### config.mk
export PLATFORM = sky130hd
export DESIGN_NAME = i2s_rx_capture_flat
export DESIGN_NICKNAME = d
export VERILOG_FILES = /design/src/rtl/i2s_rx_capture_if.sv /design/src/rtl/i2s_rx_capture.sv /design/src/flat_wrapper.sv
export SDC_FILE = /design/constraint.sdc
export NUM_CORES = 1
export LEC_CHECK = 0
export CAP_MARGIN = 20
export CELL_PAD_IN_SITES_DETAIL_PLACEMENT = 0
export CELL_PAD_IN_SITES_GLOBAL_PLACEMENT = 1
export CORE_ASPECT_RATIO = 0.6
export CORE_MARGIN = 10
export CORE_UTILIZATION = 40
export CTS_BUF_LIST = sky130_fd_sc_hd__clkbuf_4 sky130_fd_sc_hd__clkbuf_8
export DETAILED_ROUTE_END_ITERATION = 8
export GPL_ROUTABILITY_DRIVEN = 0
export GPL_TIMING_DRIVEN = 0
export HOLD_SLACK_MARGIN = 0.1
export PLACE_DENSITY = 0.84
export SLEW_MARGIN = 20
export SYNTH_ARGS = -nofsm -noshare
export SYNTH_HDL_FRONTEND = slang
export SYNTH_SLANG_ARGS = --single-unit
### constraint.sdc
create_clock -name i_BCLK -period 4.2 [get_ports i_BCLK]
set_input_delay 0.84 -clock i_BCLK [delete_from_list [all_inputs] [get_ports i_BCLK]]
set_output_delay 0.84 -clock i_BCLK [all_outputs]
set_load 0.01 [all_outputs]
### src/rtl/i2s_rx_capture_if.sv
// Sample handshake bundle between the I2S capture deserializer (master)
// and the recorder/SRAM-write consumer (slave).
interface i2s_rx_capture_if;
  logic [15:0] o_data;
  logic        o_valid;
  logic        o_channel;
  logic        o_overrun;
  logic        i_ack;

  modport master (output o_data, o_valid, o_channel, o_overrun, input i_ack);
  modport slave  (input o_data, o_valid, o_channel, o_overrun, output i_ack);
endinterface

### src/rtl/i2s_rx_capture.sv
// I2S ADC capture: frames 16-bit MSB-first words on aud_adclrck, hands them
// off with valid/ack. Define I2S_RX_STEREO_EN to capture the right channel too.
module i2s_rx_capture (
  input  logic                     i_BCLK,
  input  logic                     i_rst_n,
  input  logic                     i_start,
  input  logic                     i_stop,
  input  logic                     aud_adclrck,
  input  logic                     aud_adcdat,
  output logic                     o_busy,
  i2s_rx_capture_if.master         cap
);

  typedef enum logic [1:0] {IDLE, WAIT_LR, SHIFT} state_t;

  state_t      state;
  logic        lrc_q;
  logic [3:0]  cnt;
  logic [14:0] sreg;
  logic        ch_cur;
  logic        stop_pend;
  logic        lrc_fall;

  assign lrc_fall = lrc_q & ~aud_adclrck;
`ifdef I2S_RX_STEREO_EN
  logic        lrc_rise;
  assign lrc_rise = ~lrc_q & aud_adclrck;
`endif

  always_ff @(posedge i_BCLK or negedge i_rst_n) begin
    if (!i_rst_n) begin
      state         <= IDLE;
      lrc_q         <= 1'b0;
      cnt           <= 4'd0;
      sreg          <= '0;
      ch_cur        <= 1'b0;
      stop_pend     <= 1'b0;
      o_busy        <= 1'b0;
      cap.o_data    <= 16'h0000;
      cap.o_valid   <= 1'b0;
      cap.o_channel <= 1'b0;
      cap.o_overrun <= 1'b0;
    end else begin
      lrc_q <= aud_adclrck;
      // A completing word below overrides this clear: the new word wins.
      if (cap.i_ack) cap.o_valid <= 1'b0;
      case (state)
        IDLE: begin
          if (!i_stop && i_start) begin
            state         <= WAIT_LR;
            o_busy        <= 1'b1;
            cap.o_overrun <= 1'b0;
          end
        end
        WAIT_LR: begin
          // The detecting edge is the one-bit delay slot; its data is dropped.
          if (i_stop) begin
            state  <= IDLE;
            o_busy <= 1'b0;
          end else if (lrc_fall) begin
            state     <= SHIFT;
            cnt       <= 4'd0;
            ch_cur    <= 1'b0;
            stop_pend <= 1'b0;
          end
`ifdef I2S_RX_STEREO_EN
          else if (lrc_rise) begin
            state     <= SHIFT;
            cnt       <= 4'd0;
            ch_cur    <= 1'b1;
            stop_pend <= 1'b0;
          end
`endif
        end
        SHIFT: begin
          sreg <= {sreg[13:0], aud_adcdat};
          cnt  <= cnt + 4'd1;
          if (i_stop) stop_pend <= 1'b1;
          if (cnt == 4'd15) begin
            cap.o_data    <= {sreg, aud_adcdat};
            cap.o_channel <= ch_cur;
            cap.o_valid   <= 1'b1;
            if (cap.o_valid && !cap.i_ack) cap.o_overrun <= 1'b1;
            if (stop_pend || i_stop) begin
              state  <= IDLE;
              o_busy <= 1'b0;
            end else begin
              state <= WAIT_LR;
            end
          end
        end
        default: begin
          state  <= IDLE;
          o_busy <= 1'b0;
        end
      endcase
    end
  end

endmodule

### src/flat_wrapper.sv
// flat-port wrapper written by rule: the top's interface ports become plain ports
module i2s_rx_capture_flat 
  (i_BCLK, i_rst_n, i_start, i_stop, aud_adclrck, aud_adcdat, o_busy, cap_o_data, cap_o_valid, cap_o_channel, cap_o_overrun, cap_i_ack);
  i2s_rx_capture_if cap_i ();
  input  logic i_BCLK;
  input  logic i_rst_n;
  input  logic i_start;
  input  logic i_stop;
  input  logic aud_adclrck;
  input  logic aud_adcdat;
  output logic o_busy;
  output wire logic [$bits(cap_i.o_data)-1:0] cap_o_data;
  output wire logic [$bits(cap_i.o_valid)-1:0] cap_o_valid;
  output wire logic [$bits(cap_i.o_channel)-1:0] cap_o_channel;
  output wire logic [$bits(cap_i.o_overrun)-1:0] cap_o_overrun;
  input wire logic [$bits(cap_i.i_ack)-1:0] cap_i_ack;
  assign cap_o_data = cap_i.o_data;
  assign cap_o_valid = cap_i.o_valid;
  assign cap_o_channel = cap_i.o_channel;
  assign cap_o_overrun = cap_i.o_overrun;
  assign cap_i.i_ack = cap_i_ack;
  i2s_rx_capture u_core (.i_BCLK(i_BCLK), .i_rst_n(i_rst_n), .i_start(i_start), .i_stop(i_stop), .aud_adclrck(aud_adclrck), .aud_adcdat(aud_adcdat), .o_busy(o_busy), .cap(cap_i));
endmodule
==> results.toml <==
[clock_tree]
cts.sinks = 42
clkTransAtPathRegs_ps = 80
ctsResizeCount = 0
cts_htree_levels = 2
clockBufferDepth = 2
clock_latency_ps = 280
cts_tree = "yes"
cts_made_buffers = 5
cts_root_buffer = "clkbuf_8"
cts_hold_buf = 0
post_cts_buffers = 0

[timing]
setup_violations = 0
relSlewSlack_pct = 66.3
tightestPinTransition_ps = 500
final_max_slew_viol_count = 0
finalSetupTns_ps = 0
rsz0062_at_grt = "false"
fin_worst_skew_ps = 5.46
period_share_pct = 49.6
hold_viol = 0
period_needed_ps = 2080
fmaxAchievable_mhz = 480

[route]
drt_iter0_markers = 73
vias_per_cell = 4.68
ant_nets = 0
wl_mm = 3.38
dr.pass1.iters = 4
wire_per_inst_um = 13.6
num_vias = 1165
drcViolationCount = 0

[logic_synthesis]
yosysUniqueCellTypes = 33
synth_top_area_cell = "dfrtp_1"
yosys.area_share.xor_xnor_pct = 0
ys_dominant_reg_cell = "dfrtp_1"
synth_top_family_by_area = "simple AND/OR/NAND/NOR gates"
mappedNetlistNets = 163
synth_compound_area_share_pct = 6.38
syn_area_per_cell_um2 = 11.4
netlist_area_um2 = 1760
ys_warn_count = 0
synth-edff-count = 0
synth.top_cell.area_share_pct = 59.6
synth-adder-area-share_pct = 0.709
muxShareOfSynthArea_pct = 10.8
yosysSeqAreaShare_pct = 59.6
netlist_top_cells_area = "dfrtp_1, nand2_1, mux2_2"
syn_inst = 155
synth-simple-area-share_pct = 17.7
synth_seq_cells = 42
synthArstFlopShare_pct = 100

[grt]
antenna_found_initial = 0
grt_overflow = 0
grt_pass1_vias = 1200
grt_max_degree = 26
grt.total_usage_pct = 9.28
grt_pass1_wl_mm = 5.78

[setup_path]
cp-start-kind = "register"
worst_setup_path_end_kind = "primary output"
cp_slowest_stage_delay_ps = 560
worstPathRequired_ps = 3360
cp.arrival_ps = 1240
regToRegStartpoint = "u_core.cnt[0]"
cp_num_buf_inv = 1
cp-endpoint = "o_busy"
crit_start = "u_core.o_busy"
rr_worst_depth = 5
crit_cells = 1
slowest_stage = "clkdlybuf4s50_1"
r2r_slack_ps = 2560
cp_max_fo = 4
worstPathCellList = "clkdlybuf4s50_1"
critPathTopFamily = "buffers and inverters"
worstSetupPathType = "reg2out"
rr_endpoint = "u_core.cap.o_data[7]"

[die]
rows = 18
die_height_um = 71.4
die_w_um = 106
initial_utilization_pct = 42.1
design.core.area_um2 = 4190
die-area_um2 = 7550
ioPinCount = 27

[placement]
dpl.hpwl_mm = 2.48
place_area_um2 = 2100
portBuffers = 25

[pwr]
internal-power_w = 0.000676
power_w = 0.000937
p_leak_nw = 1.13
combPwrFrac_pct = 15.9
p_clk_share_pct = 28.7
vdd_drop_max_mv = 0.216
switchingPower_w = 0.000261
swShare_pct = 27.8
powerDensity_nw_per_um2 = 426
p_seq_share_pct = 55.4

[cells_and_area]
post_route_cells_drive_above_1_share_pct = 16.4
regArea_um2 = 1050
multi_input_area_um2 = 631
final_nets = 196
diodes = 0
finalInstanceArea_um2 = 2200
fillers = 384
synthToLayoutAreaGrowth_pct = 24.7

[worst_hold_path]
worstHoldPathType = "in2async"

[run]
maxCapViolations = 0

[run_status]
status = "complete, no violations"
-- metrics by stage --
stage	worst slack, ps	utilization (%)	cells	hold WS (ps)
after floorplan	2580	-	155	440
after global placement	1270	49.9	240	454
after detailed placement	1860	50.2	241	475
after CTS	2100	52.5	249	484
after global routing	2060	52.5	249	490
final	2120	52.5	249	478
-- layout make-up --
class,instances,area share [%]
tap,60,3.41
clock buffer,7,4.10
inverter,5,0.853
multi-input combinational,100,28.7
timing repair buffer,26,12.1
clock inverter,1,0.228
buffer,8,2.90
sequential,42,47.8
-- registers in the layout, summed over array words and instances, names as in the netlist --
name,cells
u_core.cap.o_overrun,1
u_core.sreg,15
u_core.cap.o_valid,1
u_core.cnt,4
u_core.stop_pend,1
u_core.o_busy,1
u_core.lrc_q,1
u_core.state,2
u_core.cap.o_data,16
-- cell usage after synthesis (2+ instances only) --
cell type / count
nand2_1: 46
inv_1: 5
buf_2: 3
nor2b_1: 3
a21oi_1: 4
o21ai_0: 5
dfrtp_1: 42
buf_6: 3
nand2b_1: 2
buf_4: 2
mux2_1: 7
mux2_2: 9
nand3_1: 3
o22a_1: 2
-- metal layers --
metal | global-route usage, % | part of all wire, %
met2 | 14.6 | 47
met5 | 0 | 0
met1 | 11.3 | 46
met3 | 3.93 | 6.3
met4 | 3.14 | 1.0
-- worst min path at each step --
stage	depth (start not counted)	to	startpoint	slack [ps]
6_report	1	u_core.sreg[3]	i_rst_n	480
4_1_cts	1	u_core.cap.o_data[5]	i_rst_n	480
2_1_floorplan	2	u_core.sreg[14]	u_core.sreg[14]	440
3_3_place_gp	2	u_core.sreg[14]	u_core.sreg[14]	450
3_5_place_dp	1	u_core.cap.o_data[8]	u_core.cap.o_data[8]	480
5_1_grt	1	u_core.sreg[3]	i_rst_n	490
-- power groups by stage --
stage	Clock [W]	Sequential (W)	Combinational, W
2_1_floorplan	0	0.000515	0.0000987
3_3_place_gp	0	0.000522	0.000140
3_5_place_dp	0	0.000525	0.000152
4_1_cts	0.000280	0.000518	0.000152
5_1_grt	0.000305	0.000529	0.000169
6_report	0.000269	0.000519	0.000149
-- placed cells by master (no fill, tap or decap), drive strengths merged --
cell,instances
nand2,46
dfrtp,42
clkdlybuf4s50,24
mux2,16
buf,10
clkbuf,7
inv,5
o21ai,5
a21oi,4
nand3,4
nor2b,3
nand2b,3
o22a,2
nor2,2
a21o,1
nand4bb,1
mux2i,1
nand3b,1
and3,1
nor3,1
o31ai,1
a22o,1
or3,1
o211ai,1
and4,1
o21a,1
o22ai,1
ha,1
conb,1
clkinv,1
-- cell families (layout without fill, tap and decap cells) --
kind of cell	count (synthesis)	after routing
mux	17	17
simple gates	64	64
buf+inv	13	47
flops	42	42
fa+ha+maj	1	1
other cells	1	1
compound gates	17	17
Power figures use the tool's default switching activity.
